[config.mk]
export PLATFORM = sky130hd
export DESIGN_NAME = column_step_sync_flat
export DESIGN_NICKNAME = d
export VERILOG_FILES = /design/src/rtl/column_step_sync_pkg.sv /design/src/rtl/column_step_sync_if.sv /design/src/rtl/column_step_sync_audio_fmt.sv /design/src/rtl/column_step_sync.sv /design/src/flat_wrapper.sv
export SDC_FILE = /design/constraint.sdc
export NUM_CORES = 1
export LEC_CHECK = 0
export BUFFER_PORTS_ARGS = -buffer_cell sky130_fd_sc_hd__buf_4
export CAP_MARGIN = 10
export CORE_UTILIZATION = 35
export DETAILED_ROUTE_END_ITERATION = 8
export GPL_TIMING_DRIVEN = 1
export PLACE_DENSITY_LB_ADDON = 0.3
export SETUP_SLACK_MARGIN = 0.1
export SLEW_MARGIN = 5
export SYNTH_ARGS = -nofsm -noshare
export SYNTH_HDL_FRONTEND = slang
export SYNTH_SLANG_ARGS = --single-unit
[constraint.sdc]
create_clock -name clk -period 7.35 [get_ports clk]
set_input_delay 2.205 -clock clk [delete_from_list [all_inputs] [get_ports clk]]
set_output_delay 2.205 -clock clk [all_outputs]
set_load 0.03 [all_outputs]
[src/rtl/column_step_sync_pkg.sv]
// column_step_sync_pkg: shared widths, fixed-point format, FSM encodings and audio full-scale constants
package column_step_sync_pkg;

    localparam int DATA_W     = 18;
    localparam int FRAC_W     = 17;
    localparam int AUDIO_W    = 32;
    localparam int GAIN_SHIFT = 2;
    localparam int PAD_W      = AUDIO_W - DATA_W;

    localparam logic [AUDIO_W-1:0] AUDIO_MAX = 32'h7FFF_FFFF;
    localparam logic [AUDIO_W-1:0] AUDIO_MIN = 32'h8000_0000;

    typedef enum logic [1:0] {
        WAIT_DONE = 2'd0,
        CAPTURE   = 2'd1,
        PUSH      = 2'd2,
        START     = 2'd3
    } state_t;

endpackage

[src/rtl/column_step_sync_if.sv]
// column_step_sync_if: column completion inputs, drive-column sample and audio FIFO handshake
interface column_step_sync_if
    import column_step_sync_pkg::*;
#(
    parameter int NUM_COLS = 30
);

    logic [NUM_COLS-1:0]      col_done;
    logic signed [DATA_W-1:0] u_mid;
    logic                     audio_ready;
    logic [AUDIO_W-1:0]       audio_data;
    logic                     audio_valid;
    logic                     start;
    logic [31:0]              step_count;
    logic                     busy;

    modport master (
        output col_done, u_mid, audio_ready,
        input  audio_data, audio_valid, start, step_count, busy
    );

    modport slave (
        input  col_done, u_mid, audio_ready,
        output audio_data, audio_valid, start, step_count, busy
    );

endinterface

[src/rtl/column_step_sync_audio_fmt.sv]
// column_step_sync_audio_fmt: left-justify a 1.17 sample into the audio word; AUDIO_GAIN_EN adds gain with saturation
module column_step_sync_audio_fmt
    import column_step_sync_pkg::*;
(
    input  logic signed [DATA_W-1:0] sample,
    output logic [AUDIO_W-1:0]       audio
);

`ifdef AUDIO_GAIN_EN
    logic [DATA_W+GAIN_SHIFT-1:0] shifted;
    logic                         ovf;

    // shift in a widened word, saturate if the bits above the new sign disagree with it
    always_comb begin
        shifted = {{GAIN_SHIFT{sample[DATA_W-1]}}, sample} << GAIN_SHIFT;
        ovf     = shifted[DATA_W+GAIN_SHIFT-1:DATA_W-1] != {(GAIN_SHIFT+1){shifted[DATA_W-1]}};
        audio   = ovf ? (sample[DATA_W-1] ? AUDIO_MIN : AUDIO_MAX)
                      : {shifted[DATA_W-1:0], {PAD_W{1'b0}}};
    end
`else
    assign audio = {sample, {PAD_W{1'b0}}};
`endif

endmodule

[src/rtl/column_step_sync.sv]
// column_step_sync: gathers column done edges, pushes the drive-column sample to audio, launches the next step
module column_step_sync
    import column_step_sync_pkg::*;
#(
    parameter int NUM_COLS = 30
)(
    input logic               clk,
    input logic               reset,
    column_step_sync_if.slave bus
);

    state_t                   state, state_next;
    logic [NUM_COLS-1:0]      col_prev, done_mask, rise, mask_or;
    logic signed [DATA_W-1:0] sample;

    assign rise    = bus.col_done & ~col_prev;
    assign mask_or = done_mask | rise;

    // state register
    always_ff @(posedge clk or posedge reset) begin
        if (reset) state <= WAIT_DONE;
        else       state <= state_next;
    end

    // next state: the mask check already includes this cycle's edges
    always_comb begin
        state_next = state;
        case (state)
            WAIT_DONE: state_next = &mask_or ? CAPTURE : WAIT_DONE;
            CAPTURE:   state_next = PUSH;
            PUSH:      state_next = (bus.audio_valid && bus.audio_ready) ? START : PUSH;
            START:     state_next = WAIT_DONE;
        endcase
    end

    // decoded outputs
    always_comb begin
        bus.start = state == START;
        bus.busy  = state != WAIT_DONE;
    end

    // edge detect, done mask, sample latch, audio valid and step counter
    always_ff @(posedge clk or posedge reset) begin
        if (reset) begin
            col_prev        <= '0;
            done_mask       <= '0;
            sample          <= '0;
            bus.audio_valid <= 1'b0;
            bus.step_count  <= '0;
        end else begin
            col_prev <= bus.col_done;
            if (state == START) done_mask <= '0;
            else if (state == WAIT_DONE) done_mask <= mask_or;
            if (state == CAPTURE) begin
                sample          <= bus.u_mid;
                bus.audio_valid <= 1'b1;
            end else if (state == PUSH && bus.audio_ready) begin
                bus.audio_valid <= 1'b0;
            end
            if (state == START) bus.step_count <= bus.step_count + 32'd1;
        end
    end

    column_step_sync_audio_fmt u_fmt (
        .sample (sample),
        .audio  (bus.audio_data)
    );

endmodule

[src/flat_wrapper.sv]
// flat-port wrapper written by rule: the top's interface ports become plain ports
module column_step_sync_flat import column_step_sync_pkg::*;
#(
    parameter int NUM_COLS = 30
)
  (clk, reset, bus_col_done, bus_u_mid, bus_audio_ready, bus_audio_data, bus_audio_valid, bus_start, bus_step_count, bus_busy);
  column_step_sync_if #(.NUM_COLS(NUM_COLS)) bus_i ();
  input logic clk;
  input logic reset;
  input wire logic [$bits(bus_i.col_done)-1:0] bus_col_done;
  input wire logic [$bits(bus_i.u_mid)-1:0] bus_u_mid;
  input wire logic [$bits(bus_i.audio_ready)-1:0] bus_audio_ready;
  output wire logic [$bits(bus_i.audio_data)-1:0] bus_audio_data;
  output wire logic [$bits(bus_i.audio_valid)-1:0] bus_audio_valid;
  output wire logic [$bits(bus_i.start)-1:0] bus_start;
  output wire logic [$bits(bus_i.step_count)-1:0] bus_step_count;
  output wire logic [$bits(bus_i.busy)-1:0] bus_busy;
  assign bus_i.col_done = bus_col_done;
  assign bus_i.u_mid = bus_u_mid;
  assign bus_i.audio_ready = bus_audio_ready;
  assign bus_audio_data = bus_i.audio_data;
  assign bus_audio_valid = bus_i.audio_valid;
  assign bus_start = bus_i.start;
  assign bus_step_count = bus_i.step_count;
  assign bus_busy = bus_i.busy;
  column_step_sync #(.NUM_COLS(NUM_COLS)) u_core (.clk(clk), .reset(reset), .bus(bus_i));
endmodule
== Word-level counts from Yosys, hierarchy flattened ==
Cells that the tools add are included.

* Register bits: 113
* Bits in latches: 0
* Bits in writable memories: 0
* Memory bits (read-only): 0
* Bits of input ports: 51
* Output and inout bits: 67
* Logic and storage cells: 27
* Memories: 0

* Add/subtract/negate cells: 1
* Multiply operators: 0
* Div/mod/pow operators: 0
* Order comparisons: 0
* Equal/unequal tests: 3
* Shift-type cells: 0
* Multiplexer cells: 7
* Bitwise gates (word level): 3
* Reductions and logical operators: 7

{| class="wikitable"
|+ Operators by type and width
! kind !! count
|-
| $mux W30 || 2
|-
| $add A32 B1 Y32 const B || 1
|-
| $and A30 B30 Y30 || 1
|-
| $not A30 Y30 || 1
|-
| $or A30 B30 Y30 || 1
|-
| $reduce_and A30 Y1 || 1
|-
| $pmux W2 S4 || 1
|-
| $reduce_bool A2 Y1 || 3
|-
| $eq A2 B2 Y1 const B || 2
|-
| $mux W1 || 4
|-
| $eq A2 B1 Y1 const B || 1
|-
| $logic_and A1 B1 Y1 || 2
|-
| $logic_not A2 Y1 || 1
|}

== Longest topological paths before layout ==
* Depth in word-level cells: 6
* Depth in mapped cells: 7
* Mapped depth without buffers: 6

== Cells and area by module ==
From an unflattened synthesis, not the netlist that was laid out.

* Cell total of the unflattened synthesis: 384
* Area, all modules: 4660.7 sq um

{| class="wikitable"
|+ Modules (own cells, without submodules)
! module !! times used !! cells an instance !! area an instance (sq um) !! sequential area each (sq um)
|-
| column_step_sync || 1 || 351 || 4416.7 || 2827.7
|-
| column_step_sync_audio_fmt || 1 || 33 || 244.0 || 0.0
|}

== Worst setup path before layout ==
Ideal clock, no wire load.

* Path type: flip-flop to output port
* From: register u_core.state[0]
* To: output bus_busy
* Arrival: 0.799 ns
* Path slack: 4.346 ns
* Cell stages (with the launch flop): 4
* Buffers on the path: 0
* Cell sequence: dfrtp_1 -> inv_1 -> ha_1 -> inv_1

* Cells in the longest elaborated chain, start to end: 1

{| class="wikitable"
|+ RTL lines
! element !! RTL line !! source
|-
| start, declared || column_step_sync.sv:12 || <nowiki>state_t state, state_next;</nowiki>
|-
| start signal, assigned || column_step_sync.sv:22 || <nowiki>else state <= state_next;</nowiki>
|-
| $reduce_bool A2 Y1 || column_step_sync.sv:39 || <nowiki>bus.busy = state != WAIT_DONE;</nowiki>
|-
| end, declared || flat_wrapper.sv:17 || <nowiki>output wire logic [$bits(bus_i.busy)-1:0] bus_busy;</nowiki>
|}

Every way passes these cells.

== Worst setup path after layout ==
* From: register u_core.state[1]
* To: output bus_start

* Cells in the longest elaborated chain, start to end: 1

{| class="wikitable"
|+ RTL lines
! element !! RTL line !! source
|-
| $eq A2 B2 Y1 || column_step_sync.sv:38 || <nowiki>bus.start = state == START;</nowiki>
|-
| end, declared || flat_wrapper.sv:15 || <nowiki>output wire logic [$bits(bus_i.start)-1:0] bus_start;</nowiki>
|}

Every way passes these cells.

==> results.ini <==
[layout]
layout-drive-gt1-share_pct = 34.1
regArea_um2 = 2830
mostFrequentLayoutCell = dfrtp_1
nFillCells = 1177
final_cell_mix = 113 x dfrtp_1, 105 x buf_4, 34 x nor2_1
area_growth_syn_to_layout_pct = 34.7
antenna_cells = 0
final_nets = 534
multi_input_area_um2 = 1550

[sta]
rsz0062_at_grt = false
whs_ns = 0.487
slew_headroom_pct = 37.0
hold_viol_final = 0
slew_violations = 0
worst_pin_slew_ns = 0.945
fin_crit_ns = 3.58
fmax_ghz = 0.279
fin_skew_ns = 0.00561
period_share_pct = 48.7
setup_viol = 0
setup_tns_ns = 0

[clocking]
cts_tree = done
clock_latency_ns = 0.41
cts.sinks = 113
htreeDepth = 4
cts_root_buf = clkbuf_16
postCtsSetupBuffers = 0
holdBufCountCts = 0
cts.clk_slew.worst_paths_ns = 0.05
cts_buffers = 17
cts_resized = 0
cts.path.max_buffers = 2

[outcome]
status = finished clean

[floorplan]
die-area_um2 = 13300
boundaryPins = 118
die_x_um = 115
die_y_um = 115
start_util_pct = 35.7
core_um2 = 12600
row_count = 41

[worst_setup_path]
worstPathBufferInverterCount = 1
crit_chain = ha_1 -> buf_4
endpoint_kind = output pin
cp_slowest_stage_delay_ns = 0.38
crit_path_max_fanout = 8
crit_family = flip-flops
startpoint_type = flip-flop
arrival_ns = 1.37
worst_path_max_delay_cell = dfrtp_1
cp.required_ns = 5.14
worst-setup-path-type = flip-flop to output pin

[yosys]
ys_warn_count = 0
synth_area_um2 = 4490
ys_seq_elements = 113
synth_cell_types = 34
synth-edff-count = 0
synth_flop_cell = dfrtp_1
syn_avg_cell_area_um2 = 12.4
synthArstFlopShare_pct = 100
netlist_instances = 363
ys_seq_area_share_pct = 63.0

[drt]
dr.pass1.iters = 4
vias = 2983
post_drt_wl_per_cell_um = 13.2
drt_wl_total_um = 8760
antenna_left = 0
drc_errors = 0
drt_iter0_drc = 135
detail_route.vias_per_cell = 4.51

[global_route]
grt_pass1_vias = 3038
grt_pass1_wl_um = 14500
grt_max_degree = 65
antenna_found_initial = 0
track_usage_pct = 14.6
grt-ovfl-total = 0

[power]
p_per_area_nw_per_um2 = 381
cellLeakagePower_nw = 2.79
ir_drop_uv = 268

[place]
gp_congestion = 0.750
io_buffers = 103
dp_hpwl_um = 6040

[run]
drv_cap = 0

[hold_path]
hp-class = flip-flop to flip-flop

[cells by family after synthesis]
group                    count (synthesis)  share of synthesized area, %
buffers and inverters                   30                          3.79
multiplexers                            19                          4.76
AND/OR/NAND/NOR                        115                          14.9
AO/OA/AOI/OAI                           48                          5.82
flip-flops                             113                          63.0
other                                    1                        0.0835
XOR/XNOR                                31                          6.04
adder cells (fa/ha/maj)                  6                          1.67
[registers in the layout, summed over array words and instances (netlist names)]
name	cells
u_core.done_mask	30
u_core.bus.step_count	32
u_core.sample	18
u_core.bus.audio_valid	1
u_core.state	2
u_core.col_prev	30
[per-layer routing]
| metal | part of all wire, % | track usage (%) | vias up |
|---|---|---|---|
| met2 | 48 | 23.3 | 80 |
| met4 | 0.86 | 4.16 | 0 |
| met3 | 4.9 | 6.33 | 9 |
| met5 | 0 | 0 | - |
| li1 | - | - | 1439 |
| met1 | 46 | 17.9 | 1455 |
[cell type report]
class / instances / area share (%)
inverters: 7 / 0.476
flip-flops and latches: 113 / 46.8
well taps: 172 / 3.56
clock buffers: 19 / 7.16
repair buffers: 105 / 13.0
multi-input cells: 233 / 25.5
clock inverters: 13 / 3.48
[synthesized netlist by cell type, types with 7 or more instances]
cell,n,area [um2]
nand4_1,7,43.8
a21oi_1,30,150
nor2_1,34,128
inv_1,7,26.3
mux2_2,19,214
o22ai_1,14,87.6
buf_4,15,113
nand3_1,9,45.0
clkbuf_1,7,26.3
xnor2_1,25,219
nand2_1,12,45.0
nor2b_1,30,188
dfrtp_1,113,2830
[metrics by stage]
step / utilization (%) / cell area, um2 / worst slack (ns) / power, mW / std cells
floorplan: - / 4540 / 2.16 / 1.24 / 376
global placement: 43.0 / 5410 / 3.80 / 1.41 / 630
detailed placement: 43.0 / 5410 / 3.75 / 1.44 / 630
CTS: 48.1 / 6050 / 3.74 / 2.34 / 662
global route: 48.1 / 6050 / 3.67 / 2.43 / 662
finish: 48.1 / 6050 / 3.77 / 2.31 / 662
[power breakdown]
group / leakage (nW) / total, mW / internal [mW] / switching (mW)
combinational: 1.15 / 0.551 / 0.225 / 0.326
clock: 0.308 / 0.887 / 0.602 / 0.285
sequential: 1.34 / 0.867 / 0.777 / 0.0901
[final timing paths]
check                                                      start                                    end  slack (ns)  cells past startpoint
max                                    u_core.state[1]$_DFF_PP0_                              bus_start        3.77                      2
min                        u_core.bus.step_count[31]$_DFFE_PP0P_  u_core.bus.step_count[31]$_DFFE_PP0P_        0.49                      1
max reg2reg                            u_core.state[1]$_DFF_PP0_  u_core.bus.step_count[29]$_DFFE_PP0P_        5.43                      6
min reg2reg                u_core.bus.step_count[31]$_DFFE_PP0P_  u_core.bus.step_count[31]$_DFFE_PP0P_        0.49                      1
max in group asynchronous                                  reset       u_core.done_mask[19]$_DFFE_PP0P_        4.28                      3
min in group asynchronous                                  reset  u_core.bus.step_count[13]$_DFFE_PP0P_        1.95                      2
Note: power is estimated with default switching activity, not from simulation.
